==> src/rtl/wb_queue_if.sv <==
// wb_queue_if: request, drain and bypass signals of the write-back queue.
// The flush signal exists only when WBQ_FLUSH_EN is defined.
interface wb_queue_if #(
   parameter int WIDTH   = 16,
   parameter int REGBITS = 4,
   parameter int DEPTH   = 4
);
   logic                     req_valid;
   logic                     req_ready;
   logic [REGBITS-1:0]       req_wa;
   logic [WIDTH-1:0]         req_wd;
   logic                     wb_hold;
   logic                     regwrite;
   logic [REGBITS-1:0]       wa;
   logic [WIDTH-1:0]         wd;
   logic [REGBITS-1:0]       ra1;
   logic [REGBITS-1:0]       ra2;
   logic                     byp1_hit;
   logic                     byp2_hit;
   logic [WIDTH-1:0]         byp1_data;
   logic [WIDTH-1:0]         byp2_data;
   logic [$clog2(DEPTH):0]   count;
`ifdef WBQ_FLUSH_EN
   logic                     flush;
`endif
   modport master (
`ifdef WBQ_FLUSH_EN
      output flush,
`endif
      output req_valid, req_wa, req_wd, wb_hold, ra1, ra2,
      input  req_ready, regwrite, wa, wd, byp1_hit, byp2_hit, byp1_data, byp2_data, count
   );
   modport slave (
`ifdef WBQ_FLUSH_EN
      input  flush,
`endif
      input  req_valid, req_wa, req_wd, wb_hold, ra1, ra2,
      output req_ready, regwrite, wa, wd, byp1_hit, byp2_hit, byp1_data, byp2_data, count
   );
endinterface

==> src/rtl/wb_queue.sv <==
// wb_queue: write-back FIFO feeding the register-file write port, with read bypass.
// Optional synchronous flush input enabled by defining WBQ_FLUSH_EN.
module wb_queue #(
   parameter int WIDTH   = 16,
   parameter int REGBITS = 4,
   parameter int DEPTH   = 4
) (
   input logic       clk,
   input logic       rst_n,
   wb_queue_if.slave bus
);
   localparam int AW = $clog2(DEPTH);
   localparam int CW = AW + 1;
   logic [WIDTH-1:0]   data_q [DEPTH];
   logic [REGBITS-1:0] addr_q [DEPTH];
   logic [DEPTH-1:0]   vld_q, vld_d;
   logic [AW-1:0]      head_q, head_d, tail_q, tail_d, idx;
   logic [CW-1:0]      count_q, count_d;
   logic               flush, ready, push, pop;
   logic               hit1, hit2;
   logic [WIDTH-1:0]   bd1, bd2;
`ifdef WBQ_FLUSH_EN
   assign flush = bus.flush;
`else
   assign flush = 1'b0;
`endif
   // writes to register 0 complete the handshake but are never stored
   assign ready = count_q < CW'(DEPTH);
   assign push  = bus.req_valid & ready & (bus.req_wa != '0) & ~flush;
   assign pop   = (count_q != '0) & ~bus.wb_hold & ~flush;
   assign head_d  = flush ? '0 : head_q + AW'(pop);
   assign tail_d  = flush ? '0 : tail_q + AW'(push);
   assign count_d = flush ? '0 : count_q + CW'(push) - CW'(pop);
   always_comb begin
      vld_d = vld_q;
      if (pop) vld_d[head_q] = 1'b0;
      if (push) vld_d[tail_q] = 1'b1;
      if (flush) vld_d = '0;
   end
   always_ff @(posedge clk or negedge rst_n) begin
      if (!rst_n) begin
         head_q  <= '0;
         tail_q  <= '0;
         count_q <= '0;
         vld_q   <= '0;
      end else begin
         head_q  <= head_d;
         tail_q  <= tail_d;
         count_q <= count_d;
         vld_q   <= vld_d;
      end
   end
   always_ff @(posedge clk) begin
      if (push) begin
         data_q[tail_q] <= bus.req_wd;
         addr_q[tail_q] <= bus.req_wa;
      end
   end
   // walk oldest to youngest so the last match found is the youngest
   always_comb begin
      hit1 = 1'b0;
      hit2 = 1'b0;
      bd1  = '0;
      bd2  = '0;
      idx  = '0;
      for (int k = 0; k < DEPTH; k++) begin
         idx = head_q + AW'(k);
         if (vld_q[idx] && bus.ra1 != '0 && addr_q[idx] == bus.ra1) begin
            hit1 = 1'b1;
            bd1  = data_q[idx];
         end
         if (vld_q[idx] && bus.ra2 != '0 && addr_q[idx] == bus.ra2) begin
            hit2 = 1'b1;
            bd2  = data_q[idx];
         end
      end
   end
   assign bus.req_ready = ready;
   assign bus.regwrite  = pop;
   assign bus.wa        = count_q != '0 ? addr_q[head_q] : '0;
   assign bus.wd        = count_q != '0 ? data_q[head_q] : '0;
   assign bus.byp1_hit  = hit1;
   assign bus.byp2_hit  = hit2;
   assign bus.byp1_data = bd1;
   assign bus.byp2_data = bd2;
   assign bus.count     = count_q;
endmodule

==> src/flat_wrapper.sv <==
// flat-port wrapper written by rule: the top's interface ports become plain ports
module wb_queue_flat 
#(
   parameter int WIDTH   = 16,
   parameter int REGBITS = 4,
   parameter int DEPTH   = 4
)
  (clk, rst_n, bus_req_valid, bus_req_wa, bus_req_wd, bus_wb_hold, bus_ra1, bus_ra2, bus_req_ready, bus_regwrite, bus_wa, bus_wd, bus_byp1_hit, bus_byp2_hit, bus_byp1_data, bus_byp2_data, bus_count);
  wb_queue_if #(.WIDTH(WIDTH), .REGBITS(REGBITS), .DEPTH(DEPTH)) bus_i ();
  input logic clk;
  input logic rst_n;
  input wire logic [$bits(bus_i.req_valid)-1:0] bus_req_valid;
  input wire logic [$bits(bus_i.req_wa)-1:0] bus_req_wa;
  input wire logic [$bits(bus_i.req_wd)-1:0] bus_req_wd;
  input wire logic [$bits(bus_i.wb_hold)-1:0] bus_wb_hold;
  input wire logic [$bits(bus_i.ra1)-1:0] bus_ra1;
  input wire logic [$bits(bus_i.ra2)-1:0] bus_ra2;
  output wire logic [$bits(bus_i.req_ready)-1:0] bus_req_ready;
  output wire logic [$bits(bus_i.regwrite)-1:0] bus_regwrite;
  output wire logic [$bits(bus_i.wa)-1:0] bus_wa;
  output wire logic [$bits(bus_i.wd)-1:0] bus_wd;
  output wire logic [$bits(bus_i.byp1_hit)-1:0] bus_byp1_hit;
  output wire logic [$bits(bus_i.byp2_hit)-1:0] bus_byp2_hit;
  output wire logic [$bits(bus_i.byp1_data)-1:0] bus_byp1_data;
  output wire logic [$bits(bus_i.byp2_data)-1:0] bus_byp2_data;
  output wire logic [$bits(bus_i.count)-1:0] bus_count;
  assign bus_i.req_valid = bus_req_valid;
  assign bus_i.req_wa = bus_req_wa;
  assign bus_i.req_wd = bus_req_wd;
  assign bus_i.wb_hold = bus_wb_hold;
  assign bus_i.ra1 = bus_ra1;
  assign bus_i.ra2 = bus_ra2;
  assign bus_req_ready = bus_i.req_ready;
  assign bus_regwrite = bus_i.regwrite;
  assign bus_wa = bus_i.wa;
  assign bus_wd = bus_i.wd;
  assign bus_byp1_hit = bus_i.byp1_hit;
  assign bus_byp2_hit = bus_i.byp2_hit;
  assign bus_byp1_data = bus_i.byp1_data;
  assign bus_byp2_data = bus_i.byp2_data;
  assign bus_count = bus_i.count;
  wb_queue #(.WIDTH(WIDTH), .REGBITS(REGBITS), .DEPTH(DEPTH)) u_core (.clk(clk), .rst_n(rst_n), .bus(bus_i));
endmodule
==> config.mk <==
export PLATFORM = sky130hd
export DESIGN_NAME = wb_queue_flat
export DESIGN_NICKNAME = d
export VERILOG_FILES = /design/src/rtl/wb_queue_if.sv /design/src/rtl/wb_queue.sv /design/src/flat_wrapper.sv
export SDC_FILE = /design/constraint.sdc
export NUM_CORES = 1
export LEC_CHECK = 0
export ABC_AREA = 1
export CORE_MARGIN = 4
export CORE_UTILIZATION = 47
export DETAILED_ROUTE_END_ITERATION = 12
export GPL_TIMING_DRIVEN = 0
export PLACE_DENSITY_LB_ADDON = 0.12
export SLEW_MARGIN = 20
export SYNTH_ARGS = -nofsm -noshare
export SYNTH_HDL_FRONTEND = slang
export SYNTH_SLANG_ARGS = --single-unit
==> constraint.sdc <==
create_clock -name clk -period 6.6 [get_ports clk]
set_clock_uncertainty 0.2 [all_clocks]
set_input_delay 1.65 -clock clk [delete_from_list [all_inputs] [get_ports clk]]
set_output_delay 1.65 -clock clk [all_outputs]
set_load 0.01 [all_outputs]
### Yosys cells after proc, flatten, opt, wreduce, memory -nomap -nowiden

Memories as Yosys holds them, arrays and structs flattened.
Cells that the tools add are included.

* bits in registers: 11
* RAM bits: 80
* bits of input ports: 32
* memories kept: 2

Memory list
* u_core.data_q: words 4, width 16, rd ports 4, clocked after memory_dff 0, wr ports 1, RTL line wb_queue.sv:14 `logic [WIDTH-1:0] data_q [DEPTH];`
* u_core.addr_q: words 4, width 4, rd ports 4, clocked after memory_dff 0, wr ports 1, RTL line wb_queue.sv:15 `logic [REGBITS-1:0] addr_q [DEPTH];`

* add/sub/neg operators: 7
* order comparisons: 8
* equal/unequal tests: 8
* mux-type cells: 34
* bitwise operators: 7
* reductions and logical operators: 22

Operators by type and width (number)
* $mux 16: 9
* $eq 4x4->1: 8
* $logic_and 1x1->1: 18
* $mux 1: 16
* $lt 2x3->1 const B: 5
* $mux 4: 3
* $reduce_bool 4->1: 3
* $bmux 1 s2: 4
* $add 2x1->2: 2
* $add 2x2->2 const B: 2
* $and 4x4->4: 1
* $demux 1 s2: 2
* $ge 2x1->1 const B: 2
* $not 4->4: 1
* $or 4x4->4: 1
* $add 3x1->3: 1
* $and 1x1->1: 3
* $lt 3x3->1 const B: 1
* $reduce_bool 3->1: 1
* $sub 3x1->3: 1
* $add 2x1->2 const B: 1
* $not 1->1: 1

### Depth between registers and ports, before layout

* depth after elaboration: 9
* gate-level depth with buffers: 20
* mapped depth without buffers: 14

### Least setup slack after synthesis

Ideal clock, no wire load.

* path type: input-to-output
* start point: input port bus_ra2[0]
* end point: output port bus_byp2_hit
* arrival: 2814 ps
* data required time: 4750 ps
* slack: 1936 ps
* stages: 10
* cells stage by stage: inv_1 > nand2_1 > nor3_1 > nor2_1 > nand2_1 > nor2_1 > nand3_2 > buf_2 > o211ai_1 > or2_1

* word-level cells in the longest chain between the ends: 7
* elaborated cells between the ends (all ways): 17

RTL lines
* start, declared: RTL line flat_wrapper.sv:17 `input wire logic [$bits(bus_i.ra2)-1:0] bus_ra2;`
* $reduce_bool 4->1: RTL line wb_queue.sv:72 `if (vld_q[idx] && bus.ra2 != '0 && addr_q[idx] == bus.ra2) begin`
* $logic_and 1x1->1 (2 in series): RTL line wb_queue.sv:72
* $mux 1 (3 in series): RTL line wb_queue.sv:72
* $mux 1 *: RTL line wb_queue.sv:72
* end, declared: RTL line flat_wrapper.sv:23 `output wire logic [$bits(bus_i.byp2_hit)-1:0] bus_byp2_hit;`

Every way passes the cells marked *; elsewhere a longest branch is shown, timed or not.

### Worst setup path in the final report

* start point: input port bus_ra1[1]
* end point: output port bus_byp1_data[13]

* word-level cells in the longest chain between the ends: 7
* elaborated cells between the ends (all ways): 17

RTL lines
* start, declared: RTL line flat_wrapper.sv:16 `input wire logic [$bits(bus_i.ra1)-1:0] bus_ra1;`
* $reduce_bool 4->1: RTL line wb_queue.sv:68 `if (vld_q[idx] && bus.ra1 != '0 && addr_q[idx] == bus.ra1) begin`
* $logic_and 1x1->1 (2 in series): RTL line wb_queue.sv:68
* $mux 16 (3 in series): RTL line wb_queue.sv:68
* $mux 16 *: RTL line wb_queue.sv:68
* end, declared: RTL line flat_wrapper.sv:24 `output wire logic [$bits(bus_i.byp1_data)-1:0] bus_byp1_data;`

Marks and branches as above.

==> flow_summary_export.csv <==
group,metric,value,unit
clock_network,path_clk_slew,0.06,ns
timing,fin_crit,6.15,ns
logic_synthesis,netlist_area,0.00733,mm²
layout,synthToLayoutAreaGrowth,20.7,%
timing,setup-violations-final,0,
critical_path,startpoint_type,"input pin",
placed_design,routabilityCongestion,0.982,
logic_synthesis,synth-seq-area-share,36.5,%
global_route,grt_max_degree,21,
clock_network,cts_resized,0,
layout,fin_util,58.0,%
timing,rsz0062_at_grt,"false",
layout,fillerInstances,1468,
logic_synthesis,synth_common_cells,"nand2_1, nor2_1, inv_1",
global_route,grt_remaining_overflow,0,
clock_network,cts_hold_buffers,0,
global_route,globalRouteMet2Util,36.5,%
critical_path,path_cells,"clkdlybuf4s50_1 -> inv_1 -> nand2_1 -> nor3_1 -> nor2_1 -> o21ai_0 -> nor2_1 -> nand3_2 -> buf_4 -> nor2_2 -> nor2_1 -> a21oi_2 -> clkdlybuf4s50_1",
global_route,gr-usage-all-layers,25.6,%
hold_path,min_path_type,"reg -> reg",
route,routedWlPerCell,16.8,µm
placed_design,post-dp-hpwl,17800,µm
power_and_ir_drop,power,4.96,mW
global_route,antenna_found_initial,0,
floorplan,ios,91,
status,outcome,"finished, final reports clean",
route,dr.pass1.iters,5,
logic_synthesis,yosys_warnings,0,
critical_path,cp.arrival,4.30,ns
critical_path,critPathMostFrequentCell,"nor2_1",
floorplan,core_area,0.0153,mm²
logic_synthesis,ys.flop_type,"edfxtp_1",
logic_synthesis,synthArstFlopShare,12.1,%
global_route,grt_busiest_layer,"met1",
timing,tightestPinTransition,0.681,ns
logic_synthesis,synth_area_leader_cell,"edfxtp_1",
global_route,use_met3,3.61,%
timing,setup_slack,0.455,ns
placed_design,place_area,0.00853,mm²
power_and_ir_drop,p_leak,3.98,nW
floorplan,die_w,133,µm
layout,nNetsFinal,1175,
floorplan,start_util,48.0,%
critical_path,cpMaxStageDelayCell,"clkdlybuf4s50_1",
route,antenna_left,0,
timing,fmax,163,MHz
critical_path,worst_setup_path_end_kind,"primary output",
logic_synthesis,yosysTopAreaCellShare,32.8,%
logic_synthesis,synthCells,1034,
clock_network,cts_tree,"yes",
layout,drive_gt1_share,11.9,%
route,vias,7091,
critical_path,crit_type,"in -> out",
critical_path,crit_buf_inv,4,
logic_synthesis,syn_avg_cell_area,7.09,µm²
clock_network,cts.root.buffer_cell,"clkbuf_16",
power_and_ir_drop,ir_worst_vdd,0.246,mV
clock_network,cts_buffers,9,
clock_network,cts.htree.levels,3,
timing,fin_crit_sh,93.1,%
layout,design_area,0.00885,mm²
logic_synthesis,synth_area_leaders,"edfxtp_1, nand2_1, nor2_1",
timing,slew_headroom,54.5,%
clock_network,worstSkewPairLatency,0.34,ns
logic_synthesis,ys_ff_latch,91,
floorplan,dieArea,0.0177,mm²
logic_synthesis,syn-num-nets,1075,
logic_synthesis,synth_edf_count,80,
global_route,grt_pass1_vias,6454,
global_route,use_met1,40.8,%
timing,finalSetupTns,0,ns
logic_synthesis,synth_cell_type_count,40,
placed_design,portBuffers,90,
clock_network,clk_path_buf_depth,2,
logic_synthesis,synth.most_common_cell,"nand2_1",
critical_path,slowest_delay,0.60,ns
power_and_ir_drop,p_per_area,560,mW/mm²
route,vias_per_cell,5.25,
critical_path,cpLargestDelayFamily,"buffers and inverters",
floorplan,rows,45,
critical_path,path_max_fanout,10,
timing,drv_slew,0,
route,drc,0,
timing,hold_violations,0,
route,drtIter0Drc,832,
run,max-cap-violations,0,
layout,num_antenna_cells,0,
placed_design,dp_slack,0.502,ns
floorplan,die_y,133,µm
route,finalWirelength,22600,µm
critical_path,required,4.75,ns
clock_network,cts_setup_buffers,0,
clock_network,cts.sinks,91,
global_route,grt_pass1_wl,35800,µm
[state kept, by name, summed over array words and instances, names as in the netlist]
| register | flops |
|---|---|
| u_core.addr_q | 16 |
| u_core.tail_q | 2 |
| u_core.vld_q | 4 |
| u_core.head_q | 2 |
| u_core.bus.count | 3 |
| u_core.data_q | 64 |
[kinds of logic after synthesis]
group	count (synthesis)	share of synthesized area, %
muxes	25	3.41
buffers and inverters	152	10.2
and+or+nand+nor	617	37.3
DFF	91	36.5
AOI/OAI and AO/OA	128	9.37
xor gates and xnor gates	12	1.54
adders and majority gates	9	1.64
[metrics by stage]
step,hold WS [ns],std cells
2_1_floorplan,0.273,1034
3_3_place_gp,0.304,1335
3_5_place_dp,0.306,1335
4_1_cts,0.318,1351
5_1_grt,0.356,1350
6_report,0.314,1350
[final cells by class]
cell class	count	area, µm²	share of cell area (%)
timing repair buffer	90	901	10.2
clock buffer	10	229	2.59
inverter	99	379	4.29
multi-input combinational	791	3940	44.5
buffer	52	367	4.14
sequential	91	2680	30.3
clock inverter	6	93.8	1.06
tap	211	264	2.98
[report_power, final]
group	leakage, nW	internal, mW	total, mW	switching, mW
registers	0.857	0.739	0.808	0.0683
clock network	0.154	0.336	0.546	0.210
logic	2.97	1.37	3.60	2.23
[layout by cell type, fill, tap and decap left out, types with 5 or more instances in the layout]
master,synthesis,layout
o21ai_1,22,22
buf_4,7,7
a21oi_1,15,15
nor2_4,5,9
or2_1,9,9
clkbuf_1,9,8
buf_2,19,19
buf_6,16,16
inv_1,93,93
mux2i_1,25,25
dfrtp_1,11,11
o21ai_0,75,75
or2_2,24,24
ha_1,8,8
o21a_1,7,7
nor2_2,5,5
clkdlybuf4s50_1,0,90
xor2_1,9,9
nand3_2,16,16
clkbuf_16,0,9
nand2_1,299,299
edfxtp_1,80,80
nor2_1,155,151
nand3_1,75,75
nand2_2,11,11
or2_0,9,9
[path summary, 6_finish.rpt]
check / startpoint / end / slack, ns / cells after the start
worst max-delay path: bus_ra1[1] / bus_byp1_data[13] / 0.45 / 13
worst min-delay path: u_core.tail_q[1]$_DFF_PN0_ / u_core.tail_q[1]$_DFF_PN0_ / 0.31 / 1
worst max register to register: u_core.bus.count[1]$_DFF_PN0_ / u_core.bus.count[2]$_DFF_PN0_ / 4.06 / 8
worst min register to register: u_core.tail_q[1]$_DFF_PN0_ / u_core.tail_q[1]$_DFF_PN0_ / 0.31 / 1
max in group asynchronous: rst_n / u_core.head_q[0]$_DFF_PN0_ / 4.42 / 1
min in group asynchronous: rst_n / u_core.bus.count[1]$_DFF_PN0_ / 1.44 / 1
[metal layers]
metal / wire length, µm / vias up / share of wire, %
met3: 1850 / 23 / 8.2
met2: 9280 / 326 / 41
met1: 11200 / 3224 / 50
met4: 274 / 0 / 1.2
met5: 0 / - / 0
li1: - / 3518 / -
No activity file was read; power rests on OpenSTA's default activity.
==> patch 1: new RTL, same flow settings <==
`WIDTH` is set to 16 in 3 places; all go to 12.
--- a/src/rtl/wb_queue_if.sv
+++ b/src/rtl/wb_queue_if.sv
@@ -1,7 +1,7 @@
 // wb_queue_if: request, drain and bypass signals of the write-back queue.
 // The flush signal exists only when WBQ_FLUSH_EN is defined.
 interface wb_queue_if #(
-   parameter int WIDTH   = 16,
+   parameter int WIDTH   = 12,
    parameter int REGBITS = 4,
    parameter int DEPTH   = 4
 );
--- a/src/rtl/wb_queue.sv
+++ b/src/rtl/wb_queue.sv
@@ -1,7 +1,7 @@
 // wb_queue: write-back FIFO feeding the register-file write port, with read bypass.
 // Optional synchronous flush input enabled by defining WBQ_FLUSH_EN.
 module wb_queue #(
-   parameter int WIDTH   = 16,
+   parameter int WIDTH   = 12,
    parameter int REGBITS = 4,
    parameter int DEPTH   = 4
 ) (
--- a/src/flat_wrapper.sv
+++ b/src/flat_wrapper.sv
@@ -1,7 +1,7 @@
 // flat-port wrapper written by rule: the top's interface ports become plain ports
 module wb_queue_flat 
 #(
-   parameter int WIDTH   = 16,
+   parameter int WIDTH   = 12,
    parameter int REGBITS = 4,
    parameter int DEPTH   = 4
 )
Ports: changed (resized bus_byp1_data, bus_byp2_data, bus_req_wd and bus_wd); port bits go from 91 to 75. The function was not compared with the original's and may differ.
==> patch 1 against the unedited design <==
- cell area down 19%
- area after synthesis down 20%
- setup slack worse by 160 ps
- via count down 17%
- die area down 19%
- total power down 19%
- sequential cell count down 16
- routed wire length down 16%
- critical path type is now flip-flop to primary output
==> patch 1: results (changes against the unedited design) <==
stage,metric,value,unit,change
layout,Inserted Diodes,0,,unchanged
grt,pin count of the biggest net entering global routing,13,,-38%
power_and_ir_drop,Total Power,4.04,mW,-19%
synthesis,Mean Syn Cell Area,7.22,sq um,+1.8%
synthesis,synthesized-area fraction occupied by adder cells,0.0205,,+0.00414
worst_setup_path,Crit Path Max Fanout,11,,+1
power_and_ir_drop,static leakage power,3.25,nW,-18%
routing,drt first-iter violations,680,,-18%
routing,number of vias after detailed routing,5867,,-17%
synthesis,proportion of synthesized flip-flops having asynchronous set or reset,0.147,,+0.0258
place,PortBufs,73,,-19%
grt,wire length of the first global-routing pass,29500,um,-18%
synthesis,fraction of synthesized cell area in xor and xnor cells,0.0180,,+0.00260
synthesis,dominant synthesized flop cell,sky130_fd_sc_hd__edfxtp_1,,
grt,GR Layer Usage met3,0.0344,,-0.00172
synthesis,share of the synthesized area in compound gates (AO/OA/AOI/OAI),0.0620,,-0.0317
synthesis,synth cell count leaders,"261 x sky130_fd_sc_hd__nand2_1, 107 x sky130_fd_sc_hd__nor2_1, 100 x sky130_fd_sc_hd__nand3_1, 64 x sky130_fd_sc_hd__edfxtp_1, 60 x sky130_fd_sc_hd__o21ai_0",,
routing,router iterations before antenna repair,7,,+2
sta,relative max-transition margin,0.492,,-0.0532
place,Cell Count Post-Placement,1056,,-21%
worst_hold_path,worst hold path depth,1,,unchanged
place,routability congestion estimate,0.992,,+1.0%
power_and_ir_drop,combinational logic power,2.93,mW,-19%
worst_setup_path,arrival time reported for the critical path endpoint,4460,ps,+160 ps
place,Final HPWL DP,14900,um,-16%
worst_setup_path,delay of the slowest cell on the worst path,490,ps,-110 ps
grt,vias in the first global route,5441,,-16%
synthesis,synthesized netlist net count,848,,-21%
layout,fraction of final layout cells sized beyond drive strength 1,0.0841,,-0.0353
power_and_ir_drop,Switching Share,0.520,,+0.0125
routing,Routed WL,19000,um,-16%
clocking,latest clock arrival within the worst-skew pair,320,ps,-20 ps
power_and_ir_drop,clock group total power,0.422,mW,-23%
power_and_ir_drop,Worst IR Drop VDD,0.333,mV,+35%
worst_setup_path,worst r2r dst,u_core.bus.count[1],,
synthesis,Synth area leaders,"sky130_fd_sc_hd__edfxtp_1 33%, sky130_fd_sc_hd__nand2_1 17%, sky130_fd_sc_hd__nand3_1 8.6%, sky130_fd_sc_hd__nor2_1 6.9%, sky130_fd_sc_hd__mux2i_1 6.5%",,
grt,GR Util All Layers,0.261,,+0.00498
grt,fraction of met2 tracks used by global routing,0.394,,+0.0296
synthesis,sequential fraction of the synthesis area,0.375,,+0.0102
layout,fin cells,1072,,-21%
run_status,status,completed,,
clocking,number of gates given a new drive strength after cts,0,,unchanged
layout,Largest regs,"u_core.data_q x48, u_core.addr_q x16, u_core.vld_q x4",,
grt,Global Route met1 Usage,0.395,,-0.0122
worst_setup_path,CP startpoint,u_core.head_q[1],,
layout,NumNets Final,936,,-20%
synthesis,multiplexer share of the synthesized area,0.0650,,+0.0309
worst_setup_path,register-to-register setup slack,3800,ps,-260 ps
synthesis,number of enable flip-flop cells after synthesis,64,,-20%
==> patch 1: changes by cell type in the layout (fill, tap and decap cells not counted), sizes merged, moves of 17 or more <==
cell           before  now
nor2              165  119
inv               102   57
a21oi              18    1
nand2             310  265
clkdlybuf4s50      90   73
or2                42    1
o21ai              98   63
==> patch 1: area by class of cell <==
cell class / count / area [sq um]
Buffer: 38 / 255
Clock buffer: 13 / 250
Clock inverter: 3 / 15.0
Fill cell: 1108 / 4980
Inverter: 57 / 216
Multi-Input combinational cell: 641 / 3200
Sequential cell: 75 / 2200
Tap cell: 168 / 210
Timing Repair Buffer: 77 / 791
==> patch 1: logic make-up after synthesis <==
| logic type | after synthesis |
|---|---|
| buffers and inverters | 95 |
| xor gates and xnor gates | 12 |
| adders and majority gates | 9 |
| muxes | 38 |
| and+or+nand+nor | 513 |
| DFF | 75 |
| AOI/OAI and AO/OA | 69 |
==> patch 1: through the flow <==
stage	hold WS [ps]	area [sq um]	worst slack (ps)
6_report	317	7130	293
2_1_floorplan	273	5850	1890
5_1_grt	361	7130	16.2
4_1_cts	314	7130	363
3_3_place_gp	299	6790	489
3_5_place_dp	304	6870	505
==> patch 1: how the worst max path moves through the flow <==
stage	end	slack, ps	depth (start not counted)
floorplan	bus_byp2_data[11]	1890	12
global placement	bus_byp1_hit	490	13
detailed placement	bus_byp1_data[7]	500	14
CTS	bus_byp1_data[3]	360	18
global route	bus_byp1_data[3]	20	18
finish	bus_byp2_data[3]	290	19
==> patch 1: layer usage <==
metal / wire length [um] / up-vias
met4: 214 / 0
met3: 1570 / 19
li1: - / 2870
met1: 8830 / 2707
met5: 0 / -
met2: 8360 / 271
==> patch 2: new RTL, config.mk and constraints unchanged <==
Without the edit above. Reset style: synchronous (`rst_n`), changed in one clocked block.
--- a/src/rtl/wb_queue.sv
+++ b/src/rtl/wb_queue.sv
@@ -37,7 +37,7 @@
       if (push) vld_d[tail_q] = 1'b1;
       if (flush) vld_d = '0;
    end
-   always_ff @(posedge clk or negedge rst_n) begin
+   always_ff @(posedge clk) begin
       if (!rst_n) begin
          head_q  <= '0;
          tail_q  <= '0;
Behaviour: differs if rst_n is asserted again (counterexample within 4 cycles, from zero or initial values and one cycle with rst_n low); with rst_n held inactive, the same outputs for 4 cycles.
==> patch 2 against the unedited design <==
- sequential power shrank 9.2%
- cell area fell by 4.3%
- non-clock buffer count shrank 3
- area after synthesis shrank 3.7%
- routed wire length rose by 5.8%
- maximum frequency down 1.2%
- global-route usage rose by 2.9 points
- critical path depth rose by 1
- sequential cell count stayed put
- total power down 37%
- die area fell by 3.5%
- setup slack got worse by 72 ps
- largest cell class unchanged
==> patch 2: results (changes against the unedited design) <==
stage,metric,value,unit,change
layout,number of fill cells,1386,,-5.6%
layout,Inserted Diodes,0,,unchanged
synthesis,count of different cell masters after synthesis,42,,+5.0%
synthesis,Mean Syn Cell Area,7.29,sq um,+2.9%
routing,met1 routed wirelength after detailed routing,10400,um,-7.7%
power_and_ir_drop,Worst IR Drop VDD,0.181,mV,-27%
grt,vias in the first global route,6754,,+4.6%
grt,fraction of met2 tracks used by global routing,0.441,,+0.0759
routing,wire length on met2,10600,um,+14%
sta,worst-margin pin slew,1140,ps,+460 ps
synthesis,Synth area leaders,"sky130_fd_sc_hd__edfxtp_1 34%, sky130_fd_sc_hd__nand2_1 17%, sky130_fd_sc_hd__nand3_1 8.7%, sky130_fd_sc_hd__mux2i_1 7.2%, sky130_fd_sc_hd__nor2_1 4.9%",,
routing,routed wire length per instance,19.0,um,+14%
synthesis,synth cell count leaders,"317 x sky130_fd_sc_hd__nand2_1, 123 x sky130_fd_sc_hd__nand3_1, 93 x sky130_fd_sc_hd__nor2_1, 80 x sky130_fd_sc_hd__edfxtp_1, 52 x sky130_fd_sc_hd__inv_1",,
place,Cell Count Post-Placement,1242,,-7.0%
clocking,maximum buffer depth of the clock tree,2,,unchanged
grt,GR Util All Layers,0.285,,+0.0286
routing,Met3 Routed Length,2220,um,+20%
power_and_ir_drop,static leakage power,3.63,nW,-8.8%
layout,fraction of final layout cells sized beyond drive strength 1,0.103,,-0.0160
layout,NumNets Final,1109,,-5.6%
place,worst setup timing slack at the placement stage,441,ps,-61.4 ps
clocking,clock slew at the register clock pins of the worst setup and hold paths,70,ps,
clocking,H-tree depth,3,,unchanged
synthesis,multiplexer share of the synthesized area,0.0723,,+0.0382
place,placed inst area,8190,sq um,-3.9%
synthesis,share of the synthesized area in compound gates (AO/OA/AOI/OAI),0.0808,,-0.0129
place,routability congestion estimate,0.999,,+1.7%
routing,drt first-iter violations,748,,-10%
routing,Routed WL,23900,um,+5.8%
synthesis,total number of yosys warnings,0,,unchanged
synthesis,synthesized-area fraction occupied by adder cells,0.0170,,+0.000627
synthesis,sequential fraction of the synthesis area,0.371,,+0.00618
run_status,status,completed,,
grt,Global Route met1 Usage,0.391,,-0.0164
synthesis,proportion of synthesized flip-flops having asynchronous set or reset,0,,-0.121
grt,GR Layer Usage met3,0.0634,,+0.0273
clocking,master cell of the clock root buffer,sky130_fd_sc_hd__clkbuf_16,,
grt,wire length of the first global-routing pass,36700,um,+2.4%
clocking,number of gates given a new drive strength after cts,0,,unchanged
place,Final HPWL DP,16800,um,-5.9%
clocking,total CTS buffers,9,,unchanged
routing,uppermost layer routed,met4,,
synthesis,fraction of synthesized cell area in xor and xnor cells,0.00975,,-0.00561
routing,router iterations before antenna repair,5,,unchanged
power_and_ir_drop,internal power consumption,1.65,mW,-33%
worst_hold_path,Tightest Hold Check Type,flip-flop to flip-flop,,
clocking,latest clock arrival within the worst-skew pair,350,ps,
synthesis,synthesized netlist net count,1009,,-6.1%
worst_setup_path,arrival time reported for the critical path endpoint,4370,ps,+70 ps
routing,Vias/cell,5.71,,+8.7%
grt,pin count of the biggest net entering global routing,21,,unchanged
## patch 2: cell types whose count changed after synthesis, moves of 17 or more
cell,delta
sky130_fd_sc_hd__inv_1,-41
sky130_fd_sc_hd__mux2i_1,+26
sky130_fd_sc_hd__nand2_1,+18
sky130_fd_sc_hd__nor2_1,-62
sky130_fd_sc_hd__nand3_1,+48
sky130_fd_sc_hd__o21ai_0,-25
sky130_fd_sc_hd__o21ai_1,-17
## patch 2: path summary, 6_finish.rpt
kind / startpoint / end / slack (ps) / cells past startpoint
worst min-delay path: u_core.bus.count[2] / u_core.bus.count[2] / 300 / 1
worst max register to register: u_core.bus.count[1] / u_core.bus.count[2] / 4020 / 10
worst max-delay path: bus_ra1[1] / bus_byp1_data[3] / 380 / 14
worst min register to register: u_core.bus.count[2] / u_core.bus.count[2] / 300 / 1
## patch 2: final cells by class
type                       instances  area [sq um]  share of cell area
sequential                        91          2620               0.310
tap                              184           230              0.0272
buffer                            49           328              0.0387
clock inverter                     6          38.8             0.00458
inverter                          59           221              0.0262
timing repair buffer              90           901               0.106
clock buffer                      10           239              0.0282
multi-input combinational        768          3880               0.459
## patch 2: power by group through the flow
stage / clock network [mW] / logic [mW] / registers [mW]
2_1_floorplan: 0 / 1.17 / 0.737
3_3_place_gp: 0 / 1.84 / 0.745
3_5_place_dp: 0 / 1.85 / 0.745
4_1_cts: 0.507 / 1.86 / 0.733
5_1_grt: 0.528 / 2.06 / 0.741
6_report: 0.506 / 1.89 / 0.734
## patch 2: critical path: stages
cell,delay [ps]
sky130_fd_sc_hd__clkdlybuf4s50_1,570
sky130_fd_sc_hd__inv_1,160
sky130_fd_sc_hd__nand2_1,100
sky130_fd_sc_hd__nor3_1,60
sky130_fd_sc_hd__nor2_1,120
sky130_fd_sc_hd__nand2_1,50
sky130_fd_sc_hd__nor2_1,110
sky130_fd_sc_hd__nand3_1,260
sky130_fd_sc_hd__buf_2,300
sky130_fd_sc_hd__or2_0,220
sky130_fd_sc_hd__nand3_1,70
sky130_fd_sc_hd__nand2_1,50
sky130_fd_sc_hd__nand2_1,90
sky130_fd_sc_hd__clkdlybuf4s50_1,540
## patch 2: timing repair
| action | CTS | global route |
|---|---|---|
| endpoints found under the setup margin | 0 | 24 |
| hold endpoints to repair | 0 | 0 |
| setup buffers | 0 | 0 |
## patch 2: cell families (layout without fill, tap and decap cells)
logic type                 count (synthesis)  in the layout
xor gates and xnor gates                   7              7
muxes                                     51             51
and+or+nand+nor                          600            600
adders and majority gates                  9              9
DFF                                       91             91
AOI/OAI and AO/OA                        101            101
buffers and inverters                    109            214
